==> src/rtl/junta_digitos.sv <==
// junta_digitos: sequential packed-BCD to 32-bit binary converter.
// It consumes one decimal digit per clock, most significant digit first:
// acc <= acc*10 + digit.
//
// Handshake: start is sampled only in IDLE. busy is high for the
// N_DIGITOS cycles of a conversion. done is a one-cycle pulse on the
// cycle after value is updated. start while busy is dropped; it is not
// queued. start held high repeats conversions every N_DIGITOS+1 cycles.
//
// Optional feature, macro JUNTA_DIGITOS_CHECK_EN:
//   Defined     - nibbles > 9 are flagged at capture. The completion
//                 edge then reports erro=1 with value=0.
//   Not defined - no check logic is built and erro is tied 0. Nibbles
//                 > 9 weigh arithmetically as-is (0xA counts as 10).
//
// estado_dbg exposes the FSM state: 0 = IDLE, 1 = ACUM.
module junta_digitos #(
  parameter int N_DIGITOS = 8  // legal range 1..9 (10^9-1 fits in 32 bits)
) (
  input  logic                   clk,
  input  logic                   rst_n,
  input  logic                   start,
  input  logic [4*N_DIGITOS-1:0] digitos,
  output logic [31:0]            value,
  output logic                   busy,
  output logic                   done,
  output logic                   erro,
  output logic                   estado_dbg
);

  localparam int         W      = 4 * N_DIGITOS;
  localparam logic [3:0] ULTIMO = 4'(N_DIGITOS - 1);

  typedef enum logic {
    IDLE = 1'b0,
    ACUM = 1'b1
  } estado_t;

  estado_t     state, state_d;
  logic [W-1:0] sr, sr_d;
  logic [31:0] acc, acc_d;
  logic [31:0] acc_mac;
  logic [3:0]  cnt, cnt_d;
  logic [31:0] value_d;
  logic        busy_d;
  logic        done_d;
  logic        captura;   // start accepted on this edge
  logic        fim;       // this edge consumes the last digit
  logic        descarta;  // the running word contained an invalid digit

  assign captura    = (state == IDLE) && start;
  assign fim        = (state == ACUM) && (cnt == ULTIMO);
  assign estado_dbg = state;

`ifdef JUNTA_DIGITOS_CHECK_EN
  logic bad_q, bad_d;
  logic erro_q, erro_d;

  // Flag nibbles > 9 at capture; report the flag at the completion edge.
  always_comb begin
    bad_d  = bad_q;
    erro_d = erro_q;
    if (captura) begin
      bad_d = 1'b0;
      for (int i = 0; i < N_DIGITOS; i++) begin
        if (digitos[4*i +: 4] > 4'd9) bad_d = 1'b1;
      end
    end
    if (fim) erro_d = bad_q;
  end

  // Register the invalid-digit flag and the error output.
  always_ff @(posedge clk or negedge rst_n) begin
    if (!rst_n) begin
      bad_q  <= 1'b0;
      erro_q <= 1'b0;
    end else begin
      bad_q  <= bad_d;
      erro_q <= erro_d;
    end
  end

  assign erro     = erro_q;
  assign descarta = bad_q;
`else
  assign erro     = 1'b0;
  assign descarta = 1'b0;
`endif

  // Next state, datapath and output values.
  always_comb begin
    state_d = state;
    sr_d    = sr;
    acc_d   = acc;
    cnt_d   = cnt;
    value_d = value;
    busy_d  = busy;
    done_d  = 1'b0;
    // Multiply by ten as (acc<<3)+(acc<<1); wraps modulo 2^32.
    acc_mac = (acc << 3) + (acc << 1) + {28'd0, sr[W-1 -: 4]};
    case (state)
      IDLE: begin
        if (start) begin
          state_d = ACUM;
          sr_d    = digitos;
          acc_d   = '0;
          cnt_d   = '0;
          busy_d  = 1'b1;
        end
      end
      ACUM: begin
        acc_d = acc_mac;
        sr_d  = sr << 4;
        cnt_d = cnt + 4'd1;
        if (cnt == ULTIMO) begin
          state_d = IDLE;
          busy_d  = 1'b0;
          done_d  = 1'b1;
          value_d = descarta ? 32'd0 : acc_mac;
        end
      end
      default: begin
        state_d = IDLE;
        busy_d  = 1'b0;
      end
    endcase
  end

  // Register the state, the datapath and all outputs.
  always_ff @(posedge clk or negedge rst_n) begin
    if (!rst_n) begin
      state <= IDLE;
      sr    <= '0;
      acc   <= '0;
      cnt   <= '0;
      value <= '0;
      busy  <= 1'b0;
      done  <= 1'b0;
    end else begin
      state <= state_d;
      sr    <= sr_d;
      acc   <= acc_d;
      cnt   <= cnt_d;
      value <= value_d;
      busy  <= busy_d;
      done  <= done_d;
    end
  end

endmodule
==> config.mk <==
export PLATFORM = sky130hd
export DESIGN_NAME = junta_digitos
export DESIGN_NICKNAME = d
export VERILOG_FILES = /design/src/rtl/junta_digitos.sv
export SDC_FILE = /design/constraint.sdc
export NUM_CORES = 1
export LEC_CHECK = 0
export ABC_AREA = 0
export BUFFER_PORTS_ARGS = -buffer_cell sky130_fd_sc_hd__buf_2
export CAP_MARGIN = 20
export CELL_PAD_IN_SITES_DETAIL_PLACEMENT = 1
export CELL_PAD_IN_SITES_GLOBAL_PLACEMENT = 2
export CORE_ASPECT_RATIO = 0.75
export CORE_MARGIN = 8
export CORE_UTILIZATION = 34
export CTS_CLUSTER_SIZE = 40
export DETAILED_ROUTE_END_ITERATION = 8
export PLACE_DENSITY_LB_ADDON = 0.1
export SLEW_MARGIN = 30
export SYNTH_ARGS = -nofsm -noshare
export SYNTH_HDL_FRONTEND = slang
export SYNTH_SLANG_ARGS = --single-unit
==> constraint.sdc <==
create_clock -name clk -period 3.4 [get_ports clk]
set_clock_uncertainty 0.05 [all_clocks]
set_input_delay 0.17 -clock clk [delete_from_list [all_inputs] [get_ports clk]]
set_output_delay 0.17 -clock clk [all_outputs]
set_load 0.02 [all_outputs]
==> summary.txt, run 1 <==
Critical path
  • Critical path origin: sr[31]
  • Reg2reg start: sr[31]
  • CP Cell Sequence: inv_1 > fa_1 > inv_1 > ha_1 > a21o_2 > and3_4 > o2111ai_4 > a2111o_1 > a211oi_2 > mux2_2 > o22ai_1
  • Most used cell along the critical path: inv_1
  • R2R Setup Slk: 0.15 ns
  • Critical path endpoint: value[29]
  • Crit path required time: 3.62 ns
  • CP Data Arrival Time: 3.47 ns
  • RR Endpoint: value[29]
  • Crit path max-delay cell type: fa_1
  • Kind of critical path: reg -> reg
  • R2R cell count: 11
  • Max incr delay on CP: 0.59 ns
  • CP Max Fanout: 3
  • Startpoint types: flip-flop
  • Critical path endpoint category: flip-flop

STA
  • RSZ-0062 raised after global routing: no
  • Worst-Margin Slew: 0.893 ns
  • Final Hold Viols: 0
  • Setup violations, final: 0
  • Final Critical Period: 3.25 ns
  • Worst setup margin: 0.151 ns
  • Final Max Slew Viols: 0
  • Setup TNS: 0 ns
  • Max Fclk: 308 MHz
  • Fin crit share: 95.6%
  • Slew headroom: 40.3%

Detailed routing
  • Vias: 5,093
  • # DRC: 0
  • 1st-iter DRT viols: 295
  • Final wirelength: 18.2 mm
  • Final ANT Viol Nets: 0
  • DRT Pass-1 Iters: 4
  • Average wire per standard cell: 18.9 um
  • Vias per inst: 5.31

Placement
  • Place WS: 0.115 ns
  • Gpl congestion: 0.820
  • PortBufs: 69
  • Final HPWL DP: 13.4 mm
  • Placed Instances: 942

Synth
  • Top cells by area, synth: dfrtp_1 (40%), ha_1 (12%), nand2_1 (5.8%)
  • Syn_nets: 748
  • Ys flop type: dfrtp_1
  • Most frequent cell after synthesis: dfrtp_1
  • Number of flops mapped to enable cells by yosys: 0
  • Syn avg cell area: 9.79 um^2
  • Top cell type's share of synthesized area: 40.0%
  • Synth area leader: dfrtp_1
  • Register area share after synthesis: 40.0%
  • Syn Std Cell Area: 6380 um^2
  • Yosys reg bits: 102
  • Asr flop ratio synth: 100%
  • Synth top cells by count: dfrtp_1 (102), nand2_1 (98), o21ai_0 (61)
  • Netlist cell types: 70
  • Number of synthesis warnings: 0
  • Syn Inst Count: 652

Floorplan
  • Starting Density: 34.6%
  • DIE WIDTH: 174 um
  • Die area: 23,500 um^2
  • Die height: 135 um
  • # rows: 43
  • CORE AREA: 18,500 um^2
  • IO Pins: 71

CTS
  • Maximum clock insertion buffer count: 2
  • H-tree levels: 3
  • CTS Buf Count: 9
  • Post CTS Setup Buffer Count: 0
  • CTS root buf: clkbuf_16
  • Clk_lat worst skew: 0.35 ns
  • CTS tree: built
  • # clock sinks: 102
  • Clk slew on worst S/H paths: 0.08 ns

Final layout
  • Layout area overhead: 14.1%
  • Share of cells above drive strength 1: 18.0%
  • Ant diodes: 0
  • Final Instance Count excl. Fillers: 960
  • Nets: 804

Run
  • Max_cap viols: 0

Status
  • Status: complete, no violations

Global routing
  • First-pass GRT wire length: 30.1 mm
  • Gr ovfl total: 0
  • Initial antenna violation count: 0
  • Vias in the first global route: 5,422
  • Gr usage total: 15.9%
  • Pin count of the biggest net entering global routing: 72

Min path
  • HP Class: in -> reg
-- layer usage --
layer  vias to the layer above  track usage [%]  routed length (um)
met3                        11             3.07                 603
met5                         -                0                   0
met4                         0             3.60                 159
li1                       2466                -                   -
met1                      2549             22.8                9430
met2                        67             24.3                7980
-- logic make-up after synthesis --
kind of cell	Yosys count	share of synthesized area (%)
buffers and inverters	53	4.35
AND/OR/NAND/NOR	183	12.8
other	1	0.0588
multiplexers	46	7.43
XOR/XNOR	23	3.16
AO/OA/AOI/OAI	183	20.0
adder cells (fa/ha/maj)	61	12.2
flip-flops	102	40.0
-- layout make-up --
class	count	area [um^2]
inverters	16	60.1
well taps	247	309
clock inverters	5	86.3
flip-flops and latches	102	2550
multi-input cells	497	3570
clock buffers	11	253
fillers	2116	11200
repair buffers	82	454
-- registers in the layout, indices dropped and copies added (netlist names) --
| name | count |
|---|---|
| cnt | 4 |
| estado_dbg | 1 |
| acc | 31 |
| sr | 32 |
| busy | 1 |
| value | 32 |
| done | 1 |
-- repair_timing --
item / CTS / global route
resized for setup: 0 / 2
endpoints found under the hold margin: 67 / 0
endpoints found under the setup margin: 0 / 3
hold buffers: 2 / 0
-- worst min path at each step --
stage	from	end	slack [ns]	cells after the start
global route	digitos[1]	sr[1]	0.03	3
finish	digitos[0]	sr[0]	0.02	3
detailed placement	rst_n	value[15]	0.32	1
global placement	rst_n	value[14]	0.32	1
floorplan	rst_n	acc[0]	-0.18	0
CTS	digitos[0]	sr[0]	0.006	3
-- worst max-delay path, delay by kind of cell (launching register included) --
family	cells	cell delay, ns
and+or+nand+nor	1	0.20
muxes	1	0.37
adders and majority gates	2	0.86
buffers and inverters	2	0.12
AOI/OAI and AO/OA	5	1.20
DFF	1	0.36
-- cell usage in the layout (no fill, tap or decap), types with 12 or more instances in the layout --
cell / instances
ha_1: 59
a21o_1: 12
inv_1: 15
a22o_1: 19
o21ai_0: 61
a21oi_1: 26
dfrtp_1: 101
buf_2: 68
nand3_1: 18
nand2_1: 98
nor2_1: 29
xnor2_1: 13
mux2i_1: 35
-- per-stage QoR --
step	hold slack [ns]	util (%)	area, um^2
after global routing	0.0294	39.5	7280
after global placement	0.317	37.5	6910
final	0.0153	39.5	7280
after floorplan	-0.176	-	6380
after detailed placement	0.324	37.5	6910
after CTS	0.00571	39.4	7270
Power of run 1 is left out: the tool's default activity adds up to more than one toggle a clock period on the data nets, which glitch-free logic cannot reach.
==> run 2: changes to the inputs <==
- GPL_TIMING_DRIVEN: not set -> 0
==> run 2 against run 1 <==
First-iteration DRC count shrank 11%. Non-clock buffer count grew 25. Clock-buffer cell count shrank 1. Largest cell class unchanged. Sequential cell count is the same. Global-route usage grew 0.89 points.
==> summary.txt, run 2 (synthesis results as in run 1) <==
Floorplan
  • Die height: 135 um (unchanged)
  • IO Pins: 71 (unchanged)
  • Die area: 23,500 um^2 (unchanged)
  • CORE AREA: 18,500 um^2 (unchanged)
  • # rows: 43 (unchanged)
  • Starting Density: 34.6% (unchanged)
  • DIE WIDTH: 174 um (unchanged)

Critical path
  • WP buf/inv: 2 (unchanged)
  • Kind of critical path: reg -> reg (unchanged)
  • CP Cell Sequence: inv_1 > fa_1 > inv_1 > ha_1 > a21o_2 > and3_4 > o2111ai_4 > a2111o_1 > a211oi_2 > or4_1 > a32o_1 (was inv_1 > fa_1 > inv_1 > ha_1 > a21o_2 > and3_4 > o2111ai_4 > a2111o_1 > a211oi_2 > mux2_2 > o22ai_1)
  • CP Data Arrival Time: 3.48 ns (was 3.47 ns)
  • Max incr delay on CP: 0.59 ns (about the same)
  • Startpoint types: flip-flop (unchanged)
  • CP delay by family, top: compound AO/OA/AOI/OAI gates (unchanged)
  • Crit path max-delay cell type: fa_1 (unchanged)
  • Crit path required time: 3.59 ns (was 3.62 ns)
  • CP Max Fanout: 3 (unchanged)
  • Most used cell along the critical path: inv_1 (unchanged)
  • Critical path endpoint category: flip-flop (unchanged)

Detailed routing
  • # DRC: 0 (unchanged)
  • Vias per inst: 5.31 (about the same)
  • Vias: 5,227 (was 5,093)
  • 1st-iter DRT viols: 262 (was 295)
  • Final wirelength: 19.3 mm (was 18.2 mm)
  • Average wire per standard cell: 19.5 um (was 18.9 um)
  • Final ANT Viol Nets: 0 (unchanged)
  • DRT Pass-1 Iters: 4 (unchanged)

Placement
  • PortBufs: 68 (was 69)
  • Gpl congestion: 0.812 (was 0.820)
  • Final HPWL DP: 14.7 mm (was 13.4 mm)
  • Place WS: 0.0445 ns (was 0.115 ns)

Final layout
  • Share of cells above drive strength 1: 17.2% (was 18.0%)
  • Most common cell after layout, fill and taps aside: dfrtp_1 (unchanged)
  • # fillers: 2,118 (was 2,116)
  • Leading registers by flop count: sr (32), value (32), acc (31) (unchanged)
  • Nets: 829 (was 804)
  • Layout area overhead: 16.0% (was 14.1%)
  • Ant diodes: 0 (unchanged)
  • Commonest non-fill, non-tap cells in the layout: dfrtp_1 (102), nand2_1 (98), buf_2 (68), o21ai_0 (61), ha_1 (59) (was dfrtp_1 (101), nand2_1 (98), buf_2 (68), o21ai_0 (61), ha_1 (59))

STA
  • Setup violations, final: 0 (unchanged)
  • Worst setup margin: 0.116 ns (was 0.151 ns)
  • Slew headroom: 41.0% (was 40.3%)
  • Final Hold Viols: 0 (unchanged)
  • RSZ-0062 raised after global routing: yes (was no)
  • Setup TNS: 0 ns (unchanged)
  • Max Fclk: 304 MHz (was 308 MHz)
  • Fin crit share: 96.6% (was 95.6%)
  • Worst-Margin Slew: 0.885 ns (was 0.893 ns)
  • Final Max Slew Viols: 0 (unchanged)
  • Final Critical Period: 3.28 ns (was 3.25 ns)

Min path
  • HP Class: in -> reg (unchanged)

Global routing
  • Initial antenna violation count: 0 (unchanged)
  • Gr ovfl total: 0 (unchanged)
  • Vias in the first global route: 5,690 (was 5,422)
  • Gr usage total: 16.8% (was 15.9%)
  • Pin count of the biggest net entering global routing: 67 (was 72)
  • First-pass GRT wire length: 31.6 mm (was 30.1 mm)

Run
  • Max_cap viols: 0 (unchanged)

CTS
  • CTS tree: built (unchanged)
  • Clk_lat worst skew: 0.35 ns (about the same)
  • H-tree levels: 3 (unchanged)
  • Maximum clock insertion buffer count: 2 (unchanged)
  • CTS root buf: clkbuf_16 (unchanged)
  • Clk slew on worst S/H paths: 0.08 ns (about the same)
  • CTS Buf Count: 9 (unchanged)
  • # clock sinks: 102 (unchanged)

Status
  • Status: complete, no violations (unchanged)
-- run 2: cell count changes in the layout (fill, tap and decap cells not counted), sizes merged --
cell | previous run | this run
bufinv | 2 | 1
inv | 17 | 18
clkbuf | 11 | 38
dlygate4sd3 | 2 | 1
buf | 80 | 78
clkinvlp | 0 | 1
-- run 2: final timing paths --
check                           start         to  slack [ns]  cells past startpoint
min in group asynchronous       rst_n  value[14]        0.24                      2
setup / recovery               sr[31]    acc[25]        0.12                     11
hold / removal             digitos[1]      sr[1]        0.02                      3
hold reg to reg             value[27]  value[27]        0.42                      2
max in group asynchronous       rst_n  value[27]        2.40                      3
setup reg to reg               sr[31]    acc[25]        0.12                     11
-- run 2: metal layers --
metal | track usage [%] | part of all wire [%]
met5 | 0 | 0
met1 | 24.3 | 52
met3 | 3.40 | 3.3
met4 | 3.55 | 1.0
met2 | 25.4 | 43
-- run 2: area by class of cell --
| type | count | area [um^2] | area share (%) |
|---|---|---|---|
| tap | 247 | 309 | 4.17 |
| clock inverter | 6 | 75.1 | 1.01 |
| clock buffer | 10 | 239 | 3.23 |
| inverter | 16 | 60.1 | 0.811 |
| buffer | 37 | 218 | 2.94 |
| sequential | 102 | 2550 | 34.5 |
| multi-input combinational | 497 | 3570 | 48.2 |
| timing repair buffer | 70 | 384 | 5.19 |
-- run 2: what timing repair did --
action,4_1_cts,5_1_grt
hold buffers,1,0
setup endpoints to repair,0,11
endpoints found under the hold margin,36,0
gates resized for setup,0,4
setup buffers,0,0
-- run 2: worst reg2reg max path, delay by kind of cell, from the launching register on --
family	cells	cell delay, ns
compound gates	5	1.13
fa+ha+maj	2	0.87
buf+inv	2	0.12
flops	1	0.36
simple gates	2	0.65
-- run 2: stage by stage --
stage	utilization, %	std cells	cell area, um^2	hold slack, ns
after floorplan	-	652	6380	-0.176
after global placement	38.1	967	7030	0.380
after detailed placement	38.3	968	7070	0.0566
after CTS	40.0	985	7390	0.0155
after global routing	40.1	985	7410	0.0358
final	40.1	985	7410	0.0244
Power of run 2 is left out for the same reason.
